$ cat config.mk
export PLATFORM = sky130hd
export DESIGN_NAME = parking_fee_meter
export DESIGN_NICKNAME = d
export VERILOG_FILES = /design/src/rtl/parking_pkg.sv /design/src/rtl/tick_prescaler.sv /design/src/rtl/parking_fee_meter.sv
export SDC_FILE = /design/constraint.sdc
export NUM_CORES = 1
export LEC_CHECK = 0
export CAP_MARGIN = 10
export CORE_MARGIN = 2
export CORE_UTILIZATION = 23
export DETAILED_ROUTE_END_ITERATION = 16
export SLEW_MARGIN = 20
export SYNTH_ARGS = -nofsm -noshare
export SYNTH_HDL_FRONTEND = slang
export SYNTH_HIERARCHICAL = 1
export SYNTH_SLANG_ARGS = --single-unit
export TNS_END_PERCENT = 1
$ cat constraint.sdc
create_clock -name CLK -period 4.3 [get_ports CLK]
set_input_delay 0.43 -clock CLK [delete_from_list [all_inputs] [get_ports CLK]]
set_output_delay 0.43 -clock CLK [all_outputs]
set_load 0.01 [all_outputs]
$ cat src/rtl/parking_pkg.sv
// Shared definitions for the parking subsystem: spot count, index width and
// small arithmetic helpers used by the fee meter and the capacity logic.
package parking_pkg;

    localparam int unsigned NUM_SPOTS = 4;
    localparam int unsigned SPOT_W    = 2;

    typedef logic [SPOT_W-1:0]    spot_idx_t;
    typedef logic [NUM_SPOTS-1:0] spot_vec_t;

    // Clamp an unsigned value to the largest number representable in 'width'
    // bits (width <= 32). Callers size the result down to 'width'.
    function automatic logic [31:0] sat_limit(input logic [63:0] value,
                                              input int unsigned width);
        logic [63:0] lim;
        lim = (64'd1 << width) - 64'd1;
        return (value > lim) ? lim[31:0] : value[31:0];
    endfunction

    // Index of the lowest set bit; 0 when the vector is empty.
    function automatic spot_idx_t lowest_index(input spot_vec_t v);
        spot_idx_t idx;
        idx = '0;
        for (int unsigned k = NUM_SPOTS; k > 0; k--) begin
            if (v[k-1]) begin
                idx = SPOT_W'(k - 1);
            end
        end
        return idx;
    endfunction

endpackage

$ cat src/rtl/tick_prescaler.sv
// Free-running divider: counts 0..TICK_DIV-1 and flags the final count as a
// one-cycle tick. Synchronous reset restarts the phase at 0.
module tick_prescaler #(
    parameter int unsigned TICK_DIV = 50000000
) (
    input  logic CLK,
    input  logic RST,
    output logic tick
);

    localparam int unsigned CW = (TICK_DIV > 1) ? $clog2(TICK_DIV) : 1;
    localparam logic [CW-1:0] LAST = CW'(TICK_DIV - 1);

    logic [CW-1:0] cnt_q;
    logic [CW-1:0] cnt_d;

    // Next count: wrap to zero after the last count.
    always_comb begin
        cnt_d = (cnt_q == LAST) ? '0 : cnt_q + CW'(1);
    end

    // Count register.
    always_ff @(posedge CLK) begin
        if (RST) begin
            cnt_q <= '0;
        end else begin
            cnt_q <= cnt_d;
        end
    end

    assign tick = (cnt_q == LAST);

endmodule

$ cat src/rtl/parking_fee_meter.sv
// Per-spot dwell timing and billing. Each vacated spot leaves a pending
// record holding its dwell snapshot; records are served lowest index first,
// one per cycle, as a fee strobe, and summed into a saturating revenue total.
module parking_fee_meter
    import parking_pkg::*;
#(
    parameter int unsigned TICK_DIV = 50000000,
    parameter int unsigned CNT_W    = 8,
    parameter int unsigned GRACE    = 2,
    parameter int unsigned RATE     = 3,
    parameter int unsigned FEE_W    = 12,
    parameter int unsigned REV_W    = 16
) (
    input  logic                 CLK,
    input  logic                 RST,
    input  logic [NUM_SPOTS-1:0] E,
    input  logic                 rev_clr,
    output logic [FEE_W-1:0]     fee,
    output logic [SPOT_W-1:0]    fee_spot,
    output logic                 fee_valid,
    output logic [REV_W-1:0]     revenue,
    output logic                 busy,
    output logic                 overrun
);

    localparam int unsigned RATE_W = (RATE > 0) ? $clog2(RATE + 1) : 1;
    localparam int unsigned PROD_W = CNT_W + RATE_W;
    localparam logic [CNT_W-1:0] CNT_MAX = '1;

    logic                       tick;
    logic [NUM_SPOTS-1:0]       e_q;
    logic [NUM_SPOTS-1:0]       rise;
    logic [NUM_SPOTS-1:0]       fall;
    logic [NUM_SPOTS*CNT_W-1:0] snap_flat;

    logic [NUM_SPOTS-1:0] pending_q, pending_d;
    logic                 busy_q;
    logic                 overrun_q, overrun_d;
    logic [FEE_W-1:0]     fee_q, fee_d;
    logic [SPOT_W-1:0]    fee_spot_q, fee_spot_d;
    logic                 fee_valid_q, fee_valid_d;
    logic [REV_W-1:0]     revenue_q, revenue_d;

    logic                 serve;
    logic [SPOT_W-1:0]    sel;
    logic [NUM_SPOTS-1:0] serve_mask;
    logic [CNT_W-1:0]     snap_sel;
    logic [CNT_W-1:0]     billed;
    logic [PROD_W-1:0]    product;
    logic [FEE_W-1:0]     fee_calc;

    tick_prescaler #(
        .TICK_DIV (TICK_DIV)
    ) u_prescaler (
        .CLK  (CLK),
        .RST  (RST),
        .tick (tick)
    );

    // Previous occupancy, for edge detection.
    always_ff @(posedge CLK) begin
        if (RST) begin
            e_q <= '0;
        end else begin
            e_q <= E;
        end
    end

    assign rise = E & ~e_q;
    assign fall = ~E & e_q;

    for (genvar i = 0; i < NUM_SPOTS; i++) begin : g_spot
        logic [CNT_W-1:0] dwell_q, dwell_d;
        logic [CNT_W-1:0] snap_q, snap_d;

        // Dwell: arrival restarts, ticks while occupied advance (saturating);
        // a departure freezes the pre-tick value into the snapshot.
        always_comb begin
            dwell_d = dwell_q;
            if (rise[i]) begin
                dwell_d = '0;
            end else if (tick && e_q[i] && !fall[i] && (dwell_q != CNT_MAX)) begin
                dwell_d = dwell_q + CNT_W'(1);
            end
            snap_d = fall[i] ? dwell_q : snap_q;
        end

        // Per-spot dwell and snapshot registers.
        always_ff @(posedge CLK) begin
            if (RST) begin
                dwell_q <= '0;
                snap_q  <= '0;
            end else begin
                dwell_q <= dwell_d;
                snap_q  <= snap_d;
            end
        end

        assign snap_flat[i*CNT_W +: CNT_W] = snap_q;
    end

    // Service selection, fee computation, pending/overrun and revenue update.
    always_comb begin
        serve      = |pending_q;
        sel        = lowest_index(pending_q);
        serve_mask = '0;
        if (serve) begin
            serve_mask[sel] = 1'b1;
        end

        snap_sel = snap_flat[sel*CNT_W +: CNT_W];
        billed   = '0;
        if (32'(snap_sel) > GRACE) begin
            billed = snap_sel - CNT_W'(GRACE);
        end
        product  = PROD_W'(billed) * PROD_W'(RATE);
        fee_calc = FEE_W'(sat_limit(64'(product), FEE_W));

        // A departure in the serving cycle re-arms the record (set wins).
        pending_d = (pending_q & ~serve_mask) | fall;
        overrun_d = overrun_q | (|(fall & pending_q & ~serve_mask));

        fee_valid_d = serve;
        fee_d       = serve ? fee_calc : fee_q;
        fee_spot_d  = serve ? sel : fee_spot_q;

        if (rev_clr) begin
            revenue_d = fee_valid_q ? REV_W'(sat_limit(64'(fee_q), REV_W)) : '0;
        end else if (fee_valid_q) begin
            revenue_d = REV_W'(sat_limit(64'(revenue_q) + 64'(fee_q), REV_W));
        end else begin
            revenue_d = revenue_q;
        end
    end

    // Output and bookkeeping registers.
    always_ff @(posedge CLK) begin
        if (RST) begin
            pending_q   <= '0;
            busy_q      <= 1'b0;
            overrun_q   <= 1'b0;
            fee_q       <= '0;
            fee_spot_q  <= '0;
            fee_valid_q <= 1'b0;
            revenue_q   <= '0;
        end else begin
            pending_q   <= pending_d;
            busy_q      <= |pending_d;
            overrun_q   <= overrun_d;
            fee_q       <= fee_d;
            fee_spot_q  <= fee_spot_d;
            fee_valid_q <= fee_valid_d;
            revenue_q   <= revenue_d;
        end
    end

    assign fee       = fee_q;
    assign fee_spot  = fee_spot_q;
    assign fee_valid = fee_valid_q;
    assign revenue   = revenue_q;
    assign busy      = busy_q;
    assign overrun   = overrun_q;

endmodule

; Word level (Yosys, flattened, before mapping)
; Index checks and enable logic that the tools add are counted.
[op_classes]
n_addsub = 7
multipliers = 1
magnitude_cmp = 4
n_eq_ne = 5
n_shift = 1
n_mux = 12
bitwise = 10
n_reduce_logical = 26
[ops]
columns = cell, n
row1 = 2-to-1 mux 16 bit, 3
row2 = "adder 8 x 1 -> 8 bit, second input constant", 4
row3 = "inequality test 8 bit, second input constant", 4
row4 = variable part select 32 x 6 -> 8 bit, 1
row5 = "adder 26 x 1 -> 26 bit, second input constant", 1
row6 = "== test 26 bit, second input constant", 1
row7 = AND 4 bit, 5
row8 = adder 16 x 10 -> 17 bit, 1
row9 = "greater-than comparator 17 x 16 -> 1 bit, second input constant", 1
row10 = logical AND 1 bit, 13
row11 = NOT 4 bit, 3
row12 = OR reduction 4 bit, 3
row13 = "multiplier 8 x 2 -> 10 bit, second input constant", 1
row14 = 2-to-1 mux 10 bit, 1
row15 = OR reduction 2 bit, 5
row16 = "greater-than comparator 8 x 2 -> 1 bit, second input constant", 1
row17 = 2-to-1 mux 2 bit, 4
row18 = 2-to-1 mux 8 bit, 1
row19 = "subtractor 8 x 2 -> 8 bit, second input constant", 1
row20 = logical NOT 1 bit, 4
row21 = 2-to-1 mux 4 bit, 1
row22 = bitwise OR 4 bit, 1
row23 = "less-than comparator 2 x 3 -> 1 bit, second input constant", 1
row24 = demux 1 bit (select 2 bit), 1
row25 = 4 further kinds, 4
[totals]
register_bits = 129
inputBits = 7
output_inout_bits = 33

; Logic depth before layout (Yosys ltp)
; Gate-level depths: netlist of run 1.
[depth]
word_depth = 13
mapped_depth = 18
ltp_nobuf = 16

; By module
; Netlist of run 1, hierarchy kept.
[modules_own_cells]
columns = module, n_inst, cells_per_inst, area_each_um2, seq_area_each_um2
row1 = parking_fee_meter, 1, 669, 5348.9, 2062.0
row2 = tick_prescaler, 1, 147, 1257.5, 520.5

; Worst setup path before layout of run 1
; Ideal clock, no wire load.
[synth_timing]
kind = register to register
startpoint = register pending_q[1]
endpoint = register fee_q[6] (netlist: fee[6])
setup_time_ns = 0.070
arrival_ns = 3.495
t_required_ns = 4.230
path_slack_ns = 0.734
path_stages_with_launch = 16
path_cell_list = dfxtp_1 > buf_6 > nor2b_4 > a221o_1 > or3_4 > nor3_1 > and3_1 > nor2_1 > ha_1 > a21oi_1 > nor2_1 > or3_1 > a221oi_2 > xnor2_1 > nand2_1 > a21oi_1
[synth_via]
elab_chain_len = 6
word_cells_on_any_way = 8
[synth_rtl]
columns = item, line
row1 = start: declaration, parking_fee_meter.sv:36  ; logic [NUM_SPOTS-1:0] pending_q, pending_d;
row2 = start signal: assignment, parking_fee_meter.sv:147  ; pending_q <= pending_d;
row3 = 2-to-1 mux 2 bit (2 in series), parking_pkg.sv:25  ; if (v[k-1]) begin
row4 = variable part select 32 x 6 -> 8 bit, parking_fee_meter.sv:111  ; snap_sel = snap_flat[sel*CNT_W +: CNT_W];
row5 = subtractor 8 x 2 -> 8 bit or greater-than comparator 8 x 2 -> 1 bit (tied branches), "parking_fee_meter.sv:114, parking_fee_meter.sv:113"
row6 = 2-to-1 mux 8 bit, parking_fee_meter.sv:113  ; if (32'(snap_sel) > GRACE) begin
row7 = multiplier 8 x 2 -> 10 bit, parking_fee_meter.sv:116  ; product = PROD_W'(billed) * PROD_W'(RATE);
row8 = end signal: assignment, parking_fee_meter.sv:142  ; fee_q <= '0;
row9 = end signal: assignment, parking_fee_meter.sv:150  ; fee_q <= fee_d;
row10 = end: declaration, parking_fee_meter.sv:39  ; logic [FEE_W-1:0] fee_q, fee_d;
; Several ways; a longest one is shown, not always the timed one.
; A chain may end at the register's enable or synchronous reset.

; Final worst setup path of run 1
; Same ends and word-level chain as after synthesis.

==> summary.md, run 1 <==
| Metric | Value |
|---|---|
| CP max stage cell | `dfxtp_1` |
| Number of global-route vias before repair | `between 5k and 6k` |
| DRT Pass-1 Iters | `6` |
| TritonCTS Buffers | `17` |
| Antenna diodes | `0` |
| Main combinational cell family by area after synthesis | `simple AND/OR/NAND/NOR gates` |
| Minimum clock period after layout | `3.91 ns` |
| Yosys top cell area share | `0.391` |
| Seq/Total Area, Yosys | `0.391` |
| Die Span X | `173 µm` |
| HPWL after detailed placement | `about 11000 µm` |
| Filler instances | `3071` |
| Final WL | `15300 µm` |
| Critical path class | `reg2reg` |
| CP required | `4.64 ns` |
| Boundary Pins | `40` |
| Min-delay worst type | `reg2reg` |
| Pin count of the biggest net entering global routing | `42` |
| Crit end category | `register` |
| Antenna violations before repair | `0` |
| Drc violations | `0` |
| Synth Area in Compound Gates | `0.179` |
| Lkg Pwr | `2.66 nW` |
| Die Span Y | `about 170 µm` |
| GRT Overall Usage | `0.104` |
| Fin Setup TNS | `0 ns` |
| Post-Synth Adder-Cell Area | `0.0458` |
| Post-route antenna net violation count | `0` |
| Post_cts resized | `0` |
| Reg2reg start | `pending_q[1]` |
| Unrepaired setup endpoints after global routing | `no` |
| Proportion of layout cells with a drive suffix above 1 | `0.0755` |
| Per-cell routed wire length | `12.3 µm` |
| End point of the critical path | `fee[6]` |
| Clock buffer depth | `2` |
| Core box area | `28500 µm²` |
| CTS Sinks | `129` |
| Area grow syn2layout | `21.0%` |
| Asr flop ratio synth | `0` |
| Synth warnings | `6` |
| R2r worst-path depth | `15` |
| Clock transition at path regs | `0.06 ns` |
| Worst R2R Setup Slack | `0.39 ns` |
| WP data arrival | `4.25 ns` |
| Top-count cell post-synth | `dfxtp_1` |
| Fin Clk Skew | `0.0127 ns` |
| Worst-path fanout max | `19` |
| Max-Cap Viols | `0` |
| CP peak stage delay | `0.70 ns` |
| Post-Synth Simple-Gate Area | `0.260` |
| Ranking of synthesized cells by area | `dfxtp_1 39%, a21oi_1 6.9%, nand2_1 6.6%` |
| Worst-skew pair later-pin latency | `0.43 ns` |
| Most instantiated cells after synthesis | `129 x dfxtp_1, 117 x nand2_1, 91 x a21oi_1, 86 x nor2_1, 32 x inv_1` |
| CP Launch Point | `pending_q[1]` |
| CP cell instances | `nor4b_1, a221o_1, or3_4, nor3_1, nand3_1, nand2_1, inv_1, ha_1, a21oi_1, nor2_1, or3_1, a221oi_2, xnor2_1, nand2_1, a21oi_1` |
| F_max | `256 MHz` |
| Die footprint | `30100 µm²` |
| Synth Register Bits | `between 100 and 150` |
| Vias per Instance | `4.63` |
| First-pass GRT wire length | `between 20000 and 30000 µm` |
| Fin nets | `878` |
| Final setup violation count | `0` |
| Post-synth top area cell | `dfxtp_1` |
| Initial Utilization | `0.232` |
| Pwr dens | `379 nW/µm²` |
| Startpoint types | `register` |
| Placer congestion estimate | `about 0.84` |
| Post-route setup slack | `0.388 ns` |
| Count of input and output buffers | `37` |
| Cells after synthesis | `816` |
| FF-to-FF End | `fee[6]` |
| Pre-CTS setup slack | `roughly 0.5 ns` |
| Starting DRT DRC Count | `~370` |
| Vias | `5761` |
| Mapped cell area | `6610 µm²` |
| Syn Area/Cell | `8.10 µm²` |
| Mux share of post-synthesis cell area | `0.00909` |
| Synth Area in XOR/XNOR | `0.0688` |
| Status | `finished, final reports clean` |
| CTS H-tree lvls | `4` |
| Total Power | `approximately 0.0030 W` |
| Worst vdd ir | `0.241 mV` |
| Count of cell types in the netlist | `72` |
| Post-CTS Setup Bufs | `0` |
| Root Buffer | `clkbuf_16` |
| Slew Limit Headroom | `0.285` |
| CTS hold repair buffers | `0` |
| Fraction of the cycle the final worst path needs | `0.910` |
| CTS tree | `done` |
| Ys flop type | `dfxtp_1` |
| Post-synth EDFFs | `0` |
| Row cnt | `62` |
| Total congestion overflow | `0` |
| Worst slew pin tran | `roughly 1.1 ns` |
| Final Hold Violating Endpoints | `0` |
| Final Max Slew Viols | `0` |
## registers in the layout, summed over array words and instances (netlist names)
name	cells
pending_q	4
fee_spot	2
revenue	16
g_spot.dwell_q	32
fee_valid	1
g_spot.snap_q	32
overrun	1
fee	10
e_q	4
u_prescaler/cnt_q	26
busy	1
## final cells by class
class	instances	area (µm²)	share of cell area
Multi-Input combinational cell	619	3730	0.466
Sequential cell	129	2580	0.323
Clock inverter	13	176	0.0221
Inverter	33	124	0.0155
Timing Repair Buffer	48	448	0.0561
Clock buffer	19	453	0.0567
Tap cell	384	480	0.0601
## worst min-delay path by stage
stage                        start                  end  slack (ns)  cells past startpoint
2_1_floorplan  g_spot[1].snap_q[2]  g_spot[1].snap_q[2]        0.44                      2
3_3_place_gp   g_spot[1].snap_q[5]  g_spot[1].snap_q[5]        0.45                      2
3_5_place_dp   g_spot[1].snap_q[5]  g_spot[1].snap_q[5]        0.45                      2
4_1_cts        g_spot[1].snap_q[5]  g_spot[1].snap_q[5]        0.46                      2
5_1_grt        g_spot[3].snap_q[7]  g_spot[3].snap_q[7]        0.49                      2
6_report       g_spot[1].snap_q[5]  g_spot[1].snap_q[5]        0.46                      2
## stage by stage
step	std cells	hold WS (ns)	utilization	area, µm²
after detailed placement	1213	0.453	0.259	7360
after global routing	1245	0.488	0.281	7990
after CTS	1245	0.462	0.281	7990
final	1245	0.459	0.281	7990
after global placement	1213	0.445	0.259	7360
after floorplan	817	0.436	-	6610
## power breakdown
part	switching [W]	total, W	internal [W]
combinational	0.000147	0.000253	0.000106
sequential	0.0000281	0.00124	0.00121
clock	0.000576	0.00153	0.000954
## critical path, delay by kind of cell (launching register included)
kind / cells / cell delay [ns]
AO/OA/AOI/OAI: 4 / 0.98
AND/OR/NAND/NOR: 8 / 1.76
buffers and inverters: 1 / 0.08
adder cells (fa/ha/maj): 1 / 0.18
XOR/XNOR: 1 / 0.14
flip-flops: 1 / 0.70
## placed cells by master, fill, tap and decap left out, types with 25 or more instances in the layout
master           instances
nand2_1                117
o21ai_0                 25
nand3_1                 27
nor2_1                  86
clkdlybuf4s50_1         36
inv_1                   32
dfxtp_1                129
xor2_1                  25
a21oi_1                 91
xnor2_1                 25
## layer usage
| layer | GRT usage | routed length, µm | up-vias |
|---|---|---|---|
| met1 | 0.135 | 7490 | 2687 |
| met4 | 0.0335 | 207 | 0 |
| met3 | 0.0228 | 592 | 18 |
| met5 | 0 | 0 | - |
| li1 | - | - | 2939 |
| met2 | 0.173 | 7010 | 117 |
## cell families after synthesis
family | count (synthesis)
flip-flops | 129
adder cells (fa/ha/maj) | 23
other | 1
buffers and inverters | 69
AND/OR/NAND/NOR | 349
multiplexers | 6
AO/OA/AOI/OAI | 188
XOR/XNOR | 51
(Power assumes the default switching activity.)
==> inputs of run 2 (changes only) <==
CORE_MARGIN = 5   (was 2)
==> run 2 against run 1 <==
Against the previous run: global-route usage decreased by 0.78 points; die area increased by 7.0%; sequential power about the same; critical path type unchanged; largest power group unchanged; clock skew down 0.0010 ns; final cell count is 0.32% lower; total power decreased by 1.8%.
==> summary.md, run 2 (synthesis results as in run 1) <==
| Metric | Value |
|---|---|
| Pwr dens | `between 300 and 400 nW/µm²` |
| Die Span Y | `179 µm` |
| CP peak stage delay | `approximately 0.67 ns` |
| Clock buffer depth | `2` |
| Final Max Slew Viols | `0` |
| DRT Pass-1 Iters | `5` |
| WHS Path Cells | `2` |
| CP required | `4.64 ns` |
| Fin nets | `876` |
| Met1 usage in global routing | `0.125` |
| Global route hottest layer | `met2` |
| Placer congestion estimate | `0.877` |
| HPWL after detailed placement | `around 11000 µm` |
| CTS H-tree lvls | `4` |
| Die footprint | `32200 µm²` |
| Vias | `~5.8k` |
| Post-route antenna net violation count | `0` |
| Total Power | `just under 0.003 W` |
| Lkg Pwr | `2.64 nW` |
| GRT Overall Usage | `0.0964` |
| First-pass GRT wire length | `26500 µm` |
| Count of input and output buffers | `37` |
| Post_cts resized | `0` |
| Startpoint types | `register` |
| TritonCTS Buffers | `17` |
| Starting DRT DRC Count | `439` |
| Critical path depth | `14` |
| Drc violations | `0` |
| Global-route track usage on met2 | `0.158` |
| Buf/Inv on CP | `0` |
| Max-Cap Viols | `0` |
| Worst-path fanout max | `19` |
| Proportion of layout cells with a drive suffix above 1 | `0.0712` |
| Final WL | `15600 µm` |
| Critical path class | `reg2reg` |
| Fin Setup TNS | `0 ns` |
| CTS tree | `done` |
| Final Hold Violating Endpoints | `0` |
| Crit end category | `register` |
| DP Area | `7350 µm²` |
| Pin count of the biggest net entering global routing | `38` |
| Number of global-route vias before repair | `5494` |
| Commonest non-fill, non-tap cell in the layout | `dfxtp_1` |
| Worst-skew pair later-pin latency | `~0.42 ns` |
| Placed insts | `1211` |
| Fin Clk Skew | `0.0117 ns` |
| Die Span X | `179 µm` |
| R2r worst-path depth | `14` |
| Cell Count, Final, Fillers Out | `1241` |
| Min-delay worst type | `reg2reg` |
| Worst slew pin tran | `approximately 1.0 ns` |
| Fraction of the cycle the final worst path needs | `0.902` |
| Unrepaired setup endpoints after global routing | `no` |
| Core box area | `28500 µm²` |
| Clock transition at path regs | `~0.060 ns` |
| Initial Utilization | `0.231` |
| Row cnt | `62` |
| Total congestion overflow | `0` |
| Slew Limit Headroom | `0.306` |
| Minimum clock period after layout | `approximately 3.9 ns` |
| Final setup violation count | `0` |
| Root Buffer | `clkbuf_16` |
| Vias per Instance | `4.64` |
| Antenna violations before repair | `0` |
| CP top delay family | `simple AND/OR/NAND/NOR gates` |
| Post-route cell area | `7940 µm²` |
| Antenna diodes | `0` |
| Boundary Pins | `40` |
| Post-CTS Setup Bufs | `0` |
| CTS Sinks | `129` |
| F_max | `258 MHz` |
| WP data arrival | `4.22 ns` |
| Status | `finished, final reports clean` |
| Area grow syn2layout | `20.2%` |
| Most frequent cells in the layout | `129 x dfxtp_1, 117 x nand2_1, 91 x a21oi_1` |
| Per-cell routed wire length | `12.6 µm` |
| GR Util met3 | `0.0289` |
| Worst vdd ir | `0.170 mV` |
| Regs by FF count | `g_spot.dwell_q x32, g_spot.snap_q x32, u_prescaler/cnt_q x26` |
| CP max stage cell | `dfxtp_1` |
| CP cell instances | `nor4b_1, a221o_1, or3_4, nor3_1, and3_1, nor2_1, ha_1, a21oi_1, nor2_1, or3_1, a221oi_2, xnor2_1, nand2_1, a21oi_1` |
| CTS hold repair buffers | `0` |
run 2: cell types whose count changed in the layout (fill, tap and decap cells not counted):
| cell | delta |
|---|---|
| clkinv_2 | +2 |
| buf_4 | -2 |
| inv_8 | -1 |
| clkbuf_8 | -1 |
| clkinv_4 | -2 |
run 2: final cells by class:
type | instances | area (µm²)
Inverter | 33 | 124
Multi-Input combinational cell | 619 | 3730
Sequential cell | 129 | 2580
Clock inverter | 12 | 158
Clock buffer | 18 | 439
Fill cell | 3116 | 20600
Timing Repair Buffer | 46 | 433
Tap cell | 384 | 480
run 2: final timing paths:
| path | start | end | slack (ns) |
|---|---|---|---|
| setup reg to reg | pending_q[1] | fee[6] | 0.42 |
| hold / removal | g_spot[0].snap_q[0] | g_spot[0].snap_q[0] | 0.46 |
| setup / recovery | pending_q[1] | fee[6] | 0.42 |
| hold reg to reg | g_spot[0].snap_q[0] | g_spot[0].snap_q[0] | 0.46 |
run 2: power breakdown:
| part | switching [W] | internal (W) | leakage, nW |
|---|---|---|---|
| Clock | 0.000551 | 0.000924 | 0.285 |
| Combinational | 0.000151 | 0.000106 | 1.31 |
| Sequential | 0.0000254 | 0.00121 | 1.04 |
run 2: per-layer routing:
metal | wire, µm | part of all wire
met2 | 7320 | 0.47
met3 | 624 | 0.040
met5 | 0 | 0
met1 | 7550 | 0.48
met4 | 100 | 0.0064
run 2: metrics by stage:
| stage | util | setup WS [ns] | hold WS (ns) |
|---|---|---|---|
| detailed placement | 0.257 | 0.510 | 0.454 |
| CTS | 0.278 | 0.490 | 0.461 |
| global route | 0.278 | 0.165 | 0.481 |
| finish | 0.278 | 0.423 | 0.459 |
| global placement | 0.257 | 0.567 | 0.447 |
| floorplan | - | 0.734 | 0.436 |
run 2: worst reg2reg max path: stages, from the launching register on:
cell      delay (ns)
dfxtp_1         0.67
nor4b_1         0.11
a221o_1         0.32
or3_4           0.43
nor3_1          0.25
and3_1          0.30
nor2_1          0.10
ha_1            0.34
a21oi_1         0.20
nor2_1          0.08
or3_1           0.33
a221oi_2        0.30
xnor2_1         0.14
nand2_1         0.06
a21oi_1         0.16
